$ cat config.mk
export PLATFORM = sky130hd
export DESIGN_NAME = vga_scanout_flat
export DESIGN_NICKNAME = d
export VERILOG_FILES = /design/src/rtl/vga_pkg.sv /design/src/rtl/vga_scanout_if.sv /design/src/rtl/vga_scan_counters.sv /design/src/rtl/vga_scanout.sv /design/src/flat_wrapper.sv
export SDC_FILE = /design/constraint.sdc
export NUM_CORES = 1
export LEC_CHECK = 0
export CORE_AREA = 2 2 73 93
export DETAILED_ROUTE_END_ITERATION = 10
export DIE_AREA = 0 0 75 95
export GPL_TIMING_DRIVEN = 0
export PLACE_DENSITY = 0.7
export SLEW_MARGIN = 5
export SYNTH_ARGS = -nofsm -noshare
export SYNTH_HDL_FRONTEND = slang
export SYNTH_SLANG_ARGS = --single-unit
$ cat constraint.sdc
create_clock -name clk -period 2 [get_ports clk]
set_input_delay 0.3 -clock clk [delete_from_list [all_inputs] [get_ports clk]]
set_output_delay 0.3 -clock clk [all_outputs]
set_load 0.02 [all_outputs]
$ cat src/rtl/vga_pkg.sv
// Shared constants for the VGA scan-out slice: default 640x400 timing, RGB332 layout,
// the per-pixel side-band flags carried alongside the fetch, and the test-bar colour mapping.
package vga_pkg;

    localparam int CNT_W        = 15;

    localparam int DEF_CLK_DIV  = 4;
    localparam int DEF_H_ACTIVE = 640;
    localparam int DEF_H_FP     = 16;
    localparam int DEF_H_SYNC   = 96;
    localparam int DEF_H_BP     = 48;
    localparam int DEF_V_ACTIVE = 400;
    localparam int DEF_V_FP     = 11;
    localparam int DEF_V_SYNC   = 2;
    localparam int DEF_V_BP     = 32;

    localparam int R_W   = 3;
    localparam int G_W   = 3;
    localparam int B_W   = 2;
    localparam int RGB_W = R_W + G_W + B_W;

    typedef struct packed {
        logic act;
        logic hs;
        logic vs;
        logic ls;
        logic fs;
    } pix_meta_t;

    // Bar index bits fan out to fill each RGB332 field, giving black..white in 8 steps.
    function automatic logic [RGB_W-1:0] bar_colour(input logic [2:0] idx);
        return {{R_W{idx[2]}}, {G_W{idx[1]}}, {B_W{idx[0]}}};
    endfunction

endpackage

$ cat src/rtl/vga_scanout_if.sv
// Framebuffer read port plus VGA pin bundle; master is the scan-out engine.
interface vga_scanout_if
    import vga_pkg::*;
#(
    parameter int ADDR_WIDTH = 15,
    parameter int PIX_WIDTH  = RGB_W
);
    logic [ADDR_WIDTH-1:0] fb_addr;
    logic [PIX_WIDTH-1:0]  fb_rdata;
    logic [PIX_WIDTH-1:0]  rgb;
    logic                  hsync;
    logic                  vsync;
    logic                  de;
    logic                  line_start;
    logic                  frame_start;

    modport master (
        output fb_addr,
        input  fb_rdata,
        output rgb, hsync, vsync, de, line_start, frame_start
    );

    modport slave (
        input  fb_addr,
        output fb_rdata,
        input  rgb, hsync, vsync, de, line_start, frame_start
    );
endinterface

$ cat src/rtl/vga_scan_counters.sv
// Pixel-tick divider and raster position counters; tick fires in the last clock of each pixel.
module vga_scan_counters
    import vga_pkg::*;
#(
    parameter int CLK_DIV = DEF_CLK_DIV,
    parameter int H_TOTAL = 800,
    parameter int V_TOTAL = 445
) (
    input  logic             clk,
    input  logic             reset,
    output logic             tick,
    output logic [CNT_W-1:0] hpos,
    output logic [CNT_W-1:0] vpos
);

    localparam int               DIV_W    = (CLK_DIV > 1) ? $clog2(CLK_DIV) : 1;
    localparam logic [DIV_W-1:0] DIV_LAST = DIV_W'(CLK_DIV - 1);
    localparam logic [CNT_W-1:0] H_LAST   = CNT_W'(H_TOTAL - 1);
    localparam logic [CNT_W-1:0] V_LAST   = CNT_W'(V_TOTAL - 1);

    logic [DIV_W-1:0] div;

    assign tick = (div == DIV_LAST);

    always_ff @(posedge clk) begin
        if (reset) begin
            div  <= '0;
            hpos <= '0;
            vpos <= '0;
        end else begin
            div <= tick ? '0 : div + 1'b1;
            if (tick) begin
                if (hpos == H_LAST) begin
                    hpos <= '0;
                    vpos <= (vpos == V_LAST) ? '0 : vpos + 1'b1;
                end else begin
                    hpos <= hpos + 1'b1;
                end
            end
        end
    end

endmodule

$ cat src/rtl/vga_scanout.sv
// VGA scan-out: framebuffer fetch with 2^S upscaling; rgb/sync/de land 2 ticks after the counters.
// No backpressure. Defining VGA_TEST_PATTERN_EN adds a test_mode input selecting 8 colour bars.
module vga_scanout
    import vga_pkg::*;
#(
    parameter int CLK_DIV     = DEF_CLK_DIV,
    parameter int H_ACTIVE    = DEF_H_ACTIVE,
    parameter int H_FP        = DEF_H_FP,
    parameter int H_SYNC      = DEF_H_SYNC,
    parameter int H_BP        = DEF_H_BP,
    parameter int V_ACTIVE    = DEF_V_ACTIVE,
    parameter int V_FP        = DEF_V_FP,
    parameter int V_SYNC      = DEF_V_SYNC,
    parameter int V_BP        = DEF_V_BP,
    parameter bit HSYNC_POL   = 1'b0,
    parameter bit VSYNC_POL   = 1'b0,
    parameter int SCALE_LOG2  = 2,
    parameter int ADDR_H_BITS = 8,
    parameter int ADDR_V_BITS = 7,
    parameter int PIX_WIDTH   = RGB_W,
    parameter int RD_LATENCY  = 1
) (
    input  logic          clk,
    input  logic          reset,
    vga_scanout_if.master bus
`ifdef VGA_TEST_PATTERN_EN
    ,
    input  logic          test_mode
`endif
);

    localparam int ADDR_WIDTH = ADDR_H_BITS + ADDR_V_BITS;
    localparam int H_TOTAL    = H_ACTIVE + H_FP + H_SYNC + H_BP;
    localparam int V_TOTAL    = V_ACTIVE + V_FP + V_SYNC + V_BP;

    localparam logic [CNT_W-1:0] H_ACT_C  = CNT_W'(H_ACTIVE);
    localparam logic [CNT_W-1:0] V_ACT_C  = CNT_W'(V_ACTIVE);
    localparam logic [CNT_W-1:0] HS_START = CNT_W'(H_ACTIVE + H_FP);
    localparam logic [CNT_W-1:0] HS_END   = CNT_W'(H_ACTIVE + H_FP + H_SYNC);
    localparam logic [CNT_W-1:0] VS_START = CNT_W'(V_ACTIVE + V_FP);
    localparam logic [CNT_W-1:0] VS_END   = CNT_W'(V_ACTIVE + V_FP + V_SYNC);

    // Read data is sampled one full tick after the address register, so the RAM must settle within it.
    if (CLK_DIV < RD_LATENCY + 1) begin : g_bad_div
        $error("vga_scanout: CLK_DIV must be at least RD_LATENCY+1");
    end
    if (H_TOTAL >= (1 << CNT_W) || V_TOTAL >= (1 << CNT_W)) begin : g_bad_total
        $error("vga_scanout: H_TOTAL/V_TOTAL exceed the position counter width");
    end
    if ((H_ACTIVE >> SCALE_LOG2) > (1 << ADDR_H_BITS)) begin : g_bad_h_addr
        $error("vga_scanout: scaled H_ACTIVE does not fit ADDR_H_BITS");
    end
    if ((V_ACTIVE >> SCALE_LOG2) > (1 << ADDR_V_BITS)) begin : g_bad_v_addr
        $error("vga_scanout: scaled V_ACTIVE does not fit ADDR_V_BITS");
    end

    logic             tick;
    logic [CNT_W-1:0] hpos;
    logic [CNT_W-1:0] vpos;

    vga_scan_counters #(
        .CLK_DIV (CLK_DIV),
        .H_TOTAL (H_TOTAL),
        .V_TOTAL (V_TOTAL)
    ) u_counters (
        .clk   (clk),
        .reset (reset),
        .tick  (tick),
        .hpos  (hpos),
        .vpos  (vpos)
    );

    pix_meta_t             s1;
    logic [ADDR_WIDTH-1:0] fb_addr_q;
    logic [PIX_WIDTH-1:0]  pix_next;
    logic [PIX_WIDTH-1:0]  rgb_q;
    logic                  de_q;
    logic                  hsync_q;
    logic                  vsync_q;
    logic                  line_q;
    logic                  frame_q;

`ifdef VGA_TEST_PATTERN_EN
    localparam logic [CNT_W-1:0] BAR_W_C = CNT_W'(H_ACTIVE / 8);

    if (PIX_WIDTH != RGB_W || H_ACTIVE < 8) begin : g_bad_bars
        $error("vga_scanout: colour bars need an RGB332 pixel and H_ACTIVE >= 8");
    end

    logic [CNT_W-1:0] hpos1;

    always_ff @(posedge clk) begin
        if (reset) begin
            hpos1 <= '0;
        end else if (tick) begin
            hpos1 <= hpos;
        end
    end

    always_comb begin
        pix_next = '0;
        if (s1.act) begin
            pix_next = test_mode ? PIX_WIDTH'(bar_colour(3'(hpos1 / BAR_W_C))) : bus.fb_rdata;
        end
    end
`else
    always_comb begin
        pix_next = '0;
        if (s1.act) begin
            pix_next = bus.fb_rdata;
        end
    end
`endif

    always_ff @(posedge clk) begin
        if (reset) begin
            s1        <= '0;
            fb_addr_q <= '0;
            rgb_q     <= '0;
            de_q      <= 1'b0;
            hsync_q   <= ~HSYNC_POL;
            vsync_q   <= ~VSYNC_POL;
            line_q    <= 1'b0;
            frame_q   <= 1'b0;
        end else begin
            line_q  <= 1'b0;
            frame_q <= 1'b0;
            if (tick) begin
                fb_addr_q <= {ADDR_V_BITS'(vpos >> SCALE_LOG2), ADDR_H_BITS'(hpos >> SCALE_LOG2)};
                s1.act    <= (hpos < H_ACT_C) && (vpos < V_ACT_C);
                s1.hs     <= (hpos >= HS_START) && (hpos < HS_END);
                s1.vs     <= (vpos >= VS_START) && (vpos < VS_END);
                s1.ls     <= (hpos == '0);
                s1.fs     <= (hpos == '0) && (vpos == '0);

                rgb_q     <= pix_next;
                de_q      <= s1.act;
                hsync_q   <= s1.hs ? HSYNC_POL : ~HSYNC_POL;
                vsync_q   <= s1.vs ? VSYNC_POL : ~VSYNC_POL;
                line_q    <= s1.ls;
                frame_q   <= s1.fs;
            end
        end
    end

    assign bus.fb_addr     = fb_addr_q;
    assign bus.rgb         = rgb_q;
    assign bus.de          = de_q;
    assign bus.hsync       = hsync_q;
    assign bus.vsync       = vsync_q;
    assign bus.line_start  = line_q;
    assign bus.frame_start = frame_q;

endmodule

$ cat src/flat_wrapper.sv
// flat-port wrapper written by rule: the top's interface ports become plain ports
module vga_scanout_flat import vga_pkg::*;
#(
    parameter int CLK_DIV     = DEF_CLK_DIV,
    parameter int H_ACTIVE    = DEF_H_ACTIVE,
    parameter int H_FP        = DEF_H_FP,
    parameter int H_SYNC      = DEF_H_SYNC,
    parameter int H_BP        = DEF_H_BP,
    parameter int V_ACTIVE    = DEF_V_ACTIVE,
    parameter int V_FP        = DEF_V_FP,
    parameter int V_SYNC      = DEF_V_SYNC,
    parameter int V_BP        = DEF_V_BP,
    parameter bit HSYNC_POL   = 1'b0,
    parameter bit VSYNC_POL   = 1'b0,
    parameter int SCALE_LOG2  = 2,
    parameter int ADDR_H_BITS = 8,
    parameter int ADDR_V_BITS = 7,
    parameter int PIX_WIDTH   = RGB_W,
    parameter int RD_LATENCY  = 1
)
  (clk, reset, bus_fb_addr, bus_fb_rdata, bus_rgb, bus_hsync, bus_vsync, bus_de, bus_line_start, bus_frame_start);
  vga_scanout_if #(.ADDR_WIDTH(((8) + (7))), .PIX_WIDTH(PIX_WIDTH)) bus_i ();
  input  logic clk;
  input  logic reset;
  output wire logic [$bits(bus_i.fb_addr)-1:0] bus_fb_addr;
  input wire logic [$bits(bus_i.fb_rdata)-1:0] bus_fb_rdata;
  output wire logic [$bits(bus_i.rgb)-1:0] bus_rgb;
  output wire logic [$bits(bus_i.hsync)-1:0] bus_hsync;
  output wire logic [$bits(bus_i.vsync)-1:0] bus_vsync;
  output wire logic [$bits(bus_i.de)-1:0] bus_de;
  output wire logic [$bits(bus_i.line_start)-1:0] bus_line_start;
  output wire logic [$bits(bus_i.frame_start)-1:0] bus_frame_start;
  assign bus_fb_addr = bus_i.fb_addr;
  assign bus_i.fb_rdata = bus_fb_rdata;
  assign bus_rgb = bus_i.rgb;
  assign bus_hsync = bus_i.hsync;
  assign bus_vsync = bus_i.vsync;
  assign bus_de = bus_i.de;
  assign bus_line_start = bus_i.line_start;
  assign bus_frame_start = bus_i.frame_start;
  vga_scanout #(.CLK_DIV(CLK_DIV), .H_ACTIVE(H_ACTIVE), .H_FP(H_FP), .H_SYNC(H_SYNC), .H_BP(H_BP), .V_ACTIVE(V_ACTIVE), .V_FP(V_FP), .V_SYNC(V_SYNC), .V_BP(V_BP), .HSYNC_POL(HSYNC_POL), .VSYNC_POL(VSYNC_POL), .SCALE_LOG2(SCALE_LOG2), .ADDR_H_BITS(ADDR_H_BITS), .ADDR_V_BITS(ADDR_V_BITS), .PIX_WIDTH(PIX_WIDTH), .RD_LATENCY(RD_LATENCY)) u_core (.clk(clk), .reset(reset), .bus(bus_i));
endmodule
==> key figures <==
Power
  – Cell-internal power: 1832 uW
  – Gate power share: 4.9%
  – Switching part of the total: 24.60%
  – Peak supply drop: 0.4200 mV
  – Total power density per cell area: 648.6 mW/mm^2
  – Reg power frac: 54.1%
  – Power Total: 2431 uW
  – NetSw: 598.0 uW
  – Clk network pwr share: 41.0%
  – Leak: 0.001281 uW

GRT
  – Initial antenna violation count: 0
  – Vias in the first global route: 2563
  – First-pass GRT wire length: 12.36 mm
  – GRT Residual Overflow: 0
  – Pin count of the biggest net entering global routing: 12
  – GRT Total Usage: 22.92%

Clock network
  – H-tree level count: 3
  – CTS tree: done
  – CTS max path bufs: 2
  – Number of buffers created by CTS: 9
  – Root Driver: clkbuf_8
  – Clock transition at path regs: 0.07 ns
  – TritonCTS Sinks: 65
  – Worst-Skew Late Latency: 0.35 ns

Setup path
  – Critical Path End Type: flip-flop
  – Max incr delay on CP: 0.54 ns
  – Critical setup path kind: reg -> reg
  – CP max-delay cell: or4_4
  – FF-to-FF setup slack: 0.10 ns
  – Crit path DAT: 2.17 ns
  – Crit path cell chain: buf_6 -> or4_4 -> nor4_4 -> buf_4 -> nand3_1 -> a21oi_1
  – Worst Setup Start Kind: flip-flop
  – CP required: 2.28 ns
  – Crit Path Max Fanout: 9

Synth
  – Syn nets: 360
  – Synth area leader: dfxtp_1
  – Register area share after synthesis: 43.50%
  – Post-Syn Area: 0.002992 sq mm
  – Share of the synthesized area in the top cell type: 43.50%
  – Ys async rst share: 0%
  – Most frequent cell after synthesis: dfxtp_1
  – Syn Inst Count: 345
  – Ranking of synthesized cells by area: dfxtp_1, nor2_1, mux2i_1, nand4_1, clkbuf_1
  – Mean cell area of the mapped netlist: 8.671 sq um
  – Top FF cell, synth: dfxtp_1
  – Most frequent cells after synthesis: dfxtp_1, nor2_1, clkbuf_1, nand2_1, nand4_1
  – Synth Warn #: 0
  – Synth unique cells: 49
  – Post-synth EDFFs: 0
  – FF+latch count, synth: 65

Timing
  – Fin. max-slew vios: 0
  – Worst slew pin tran: 0.5581 ns
  – Hold Vio Cnt, Final: 0
  – Final setup vio count: 0
  – Relative slew margins: 62.80%
  – Peak Freq: 527.2 MHz
  – Min cycle time layout: 1.897 ns
  – Final Cycle Share: 94.84%
  – Setup Skew: 0.01106 ns

Route
  – Total wire length: 7.668 mm
  – DRC: 0
  – Vias per inst: 5.622
  – Mean routed wirelength per cell: 15.75 um
  – DR vias: 2738
  – Antenna viol nets, final: 0
  – Iter 0 DRT Violations: 239
  – Drt first pass iters: 4

Finish
  – Area Growth Syn to Fin: 25.26%
  – # nets final: 410
  – Antenna diodes: 0
  – Final non-filler cell total: 487
  – Share of layout cells above drive strength 1: 12.50%
  – Fillers: 583

Die
  – Rows: 33
  – Core region area: 0.006317 sq mm
  – Die area: 0.007125 sq mm
  – # IOs: 38
  – Die Y: 95 um
  – Initial core utilization: 47.36%
  – Die outline width: 75 um

Place
  – Port bufs: 37
  – Detailed-placement wirelength estimate: 5.264 mm
  – Final Wtd Congestion: 0.8478
  – Dpl cells: 469

Run
  – Max cap viols: 0

Worst hold path
  – Worst hold path class: reg -> reg

Outcome
  – Status: completed
-- stage by stage --
stage	utilization (%)	cell area (sq um)	hold slack, ns	setup WS (ns)	setup TNS [ns]
floorplan	-	2992	0.3977	0.07387	0
global placement	54.94	3471	0.4098	-0.3215	-7.183
detailed placement	54.94	3471	0.4177	-0.3771	-8.607
CTS	58.51	3696	0.4345	0.01534	0
global route	59.32	3747	0.4795	-0.001280	-0.001280
finish	59.32	3747	0.4578	0.1032	0
-- power by group through the flow --
stage               sequential, uW  combinational (uW)  clock, uW
floorplan                     1340                65.3          0
global placement              1340                 111          0
detailed placement            1340                 113          0
CTS                           1310                 114       1000
global route                  1320                 129       1050
finish                        1320                 119        997
-- sequential cells by signal (all words and copies together) (netlist names) --
signal / count
u_core.u_counters.div: 2
u_core.s1: 5
u_core.bus.hsync: 1
u_core.bus.rgb: 8
u_core.bus.frame_start: 1
u_core.bus.de: 1
u_core.bus.fb_addr: 15
u_core.bus.line_start: 1
u_core.u_counters.vpos: 15
u_core.u_counters.hpos: 15
u_core.bus.vsync: 1
-- metal layers --
metal / routed length, um / vias up / global-route usage [%]
met5: 0 / - / 0
met4: 150 / 0 / 10.27
met3: 387 / 12 / 2.988
met2: 3686 / 74 / 36.99
met1: 3443 / 1303 / 30.06
li1: - / 1349 / -
-- cell usage in the layout (no fill, tap or decap), types with 4 or more instances in the layout --
master	count
a21oi_1	13
a22oi_1	9
a32oi_1	4
and2_1	5
and3_1	9
and4_1	6
buf_4	8
clkbuf_1	15
clkbuf_2	4
clkbuf_8	10
clkdlybuf4s50_1	37
dfxtp_1	59
dfxtp_2	6
inv_1	11
mux2i_1	15
nand2_1	21
nand3_1	15
nand4_1	20
nor2_1	42
nor3_1	7
nor4_1	5
o21ai_0	8
or3_1	5
xnor2_1	5
xor2_1	7
-- critical path: cells and delay by family (launching register included) --
family / cells / cell delay, ns
DFF: 1 / 0.32
buffers and inverters: 2 / 0.33
and+or+nand+nor: 3 / 1.03
AOI/OAI and AO/OA: 1 / 0.15
-- kinds of logic (layout without fill, tap and decap cells) --
logic type | after synthesis | after routing | synth area share, %
AOI/OAI and AO/OA | 56 | 56 | 12.80
xor gates and xnor gates | 12 | 12 | 3.513
adders and majority gates | 5 | 5 | 2.091
buffers and inverters | 40 | 95 | 5.395
DFF | 65 | 65 | 43.50
muxes | 15 | 15 | 5.019
and+or+nand+nor | 152 | 152 | 27.69
-- final cells by class --
class	count	area, sq um	area share [%]
buffer	23	105.1	2.805
tap	87	108.9	2.905
multi-input combinational	240	1580	42.17
timing repair buffer	45	430.4	11.49
inverter	11	41.29	1.102
clock inverter	5	31.28	0.8347
clock buffer	11	141.4	3.773
sequential	65	1309	34.93
-- final timing paths --
check                                          startpoint                         to  depth (start not counted)
worst max-delay path            u_core.u_counters.hpos[5]  u_core.u_counters.vpos[1]                          6
worst min-delay path                         u_core.s1[1]               u_core.s1[1]                          2
worst max register to register  u_core.u_counters.hpos[5]  u_core.u_counters.vpos[1]                          6
worst min register to register               u_core.s1[1]               u_core.s1[1]                          2
-- repair_timing --
item | CTS | global route
endpoints found under the setup margin | 33 | 36
pin swaps | 4 | 6
gates cloned | 0 | 0
hold buffers | 0 | 0
resized for setup | 7 | 18
setup buffers | 6 | 2
Power figures use the tool's default switching activity.
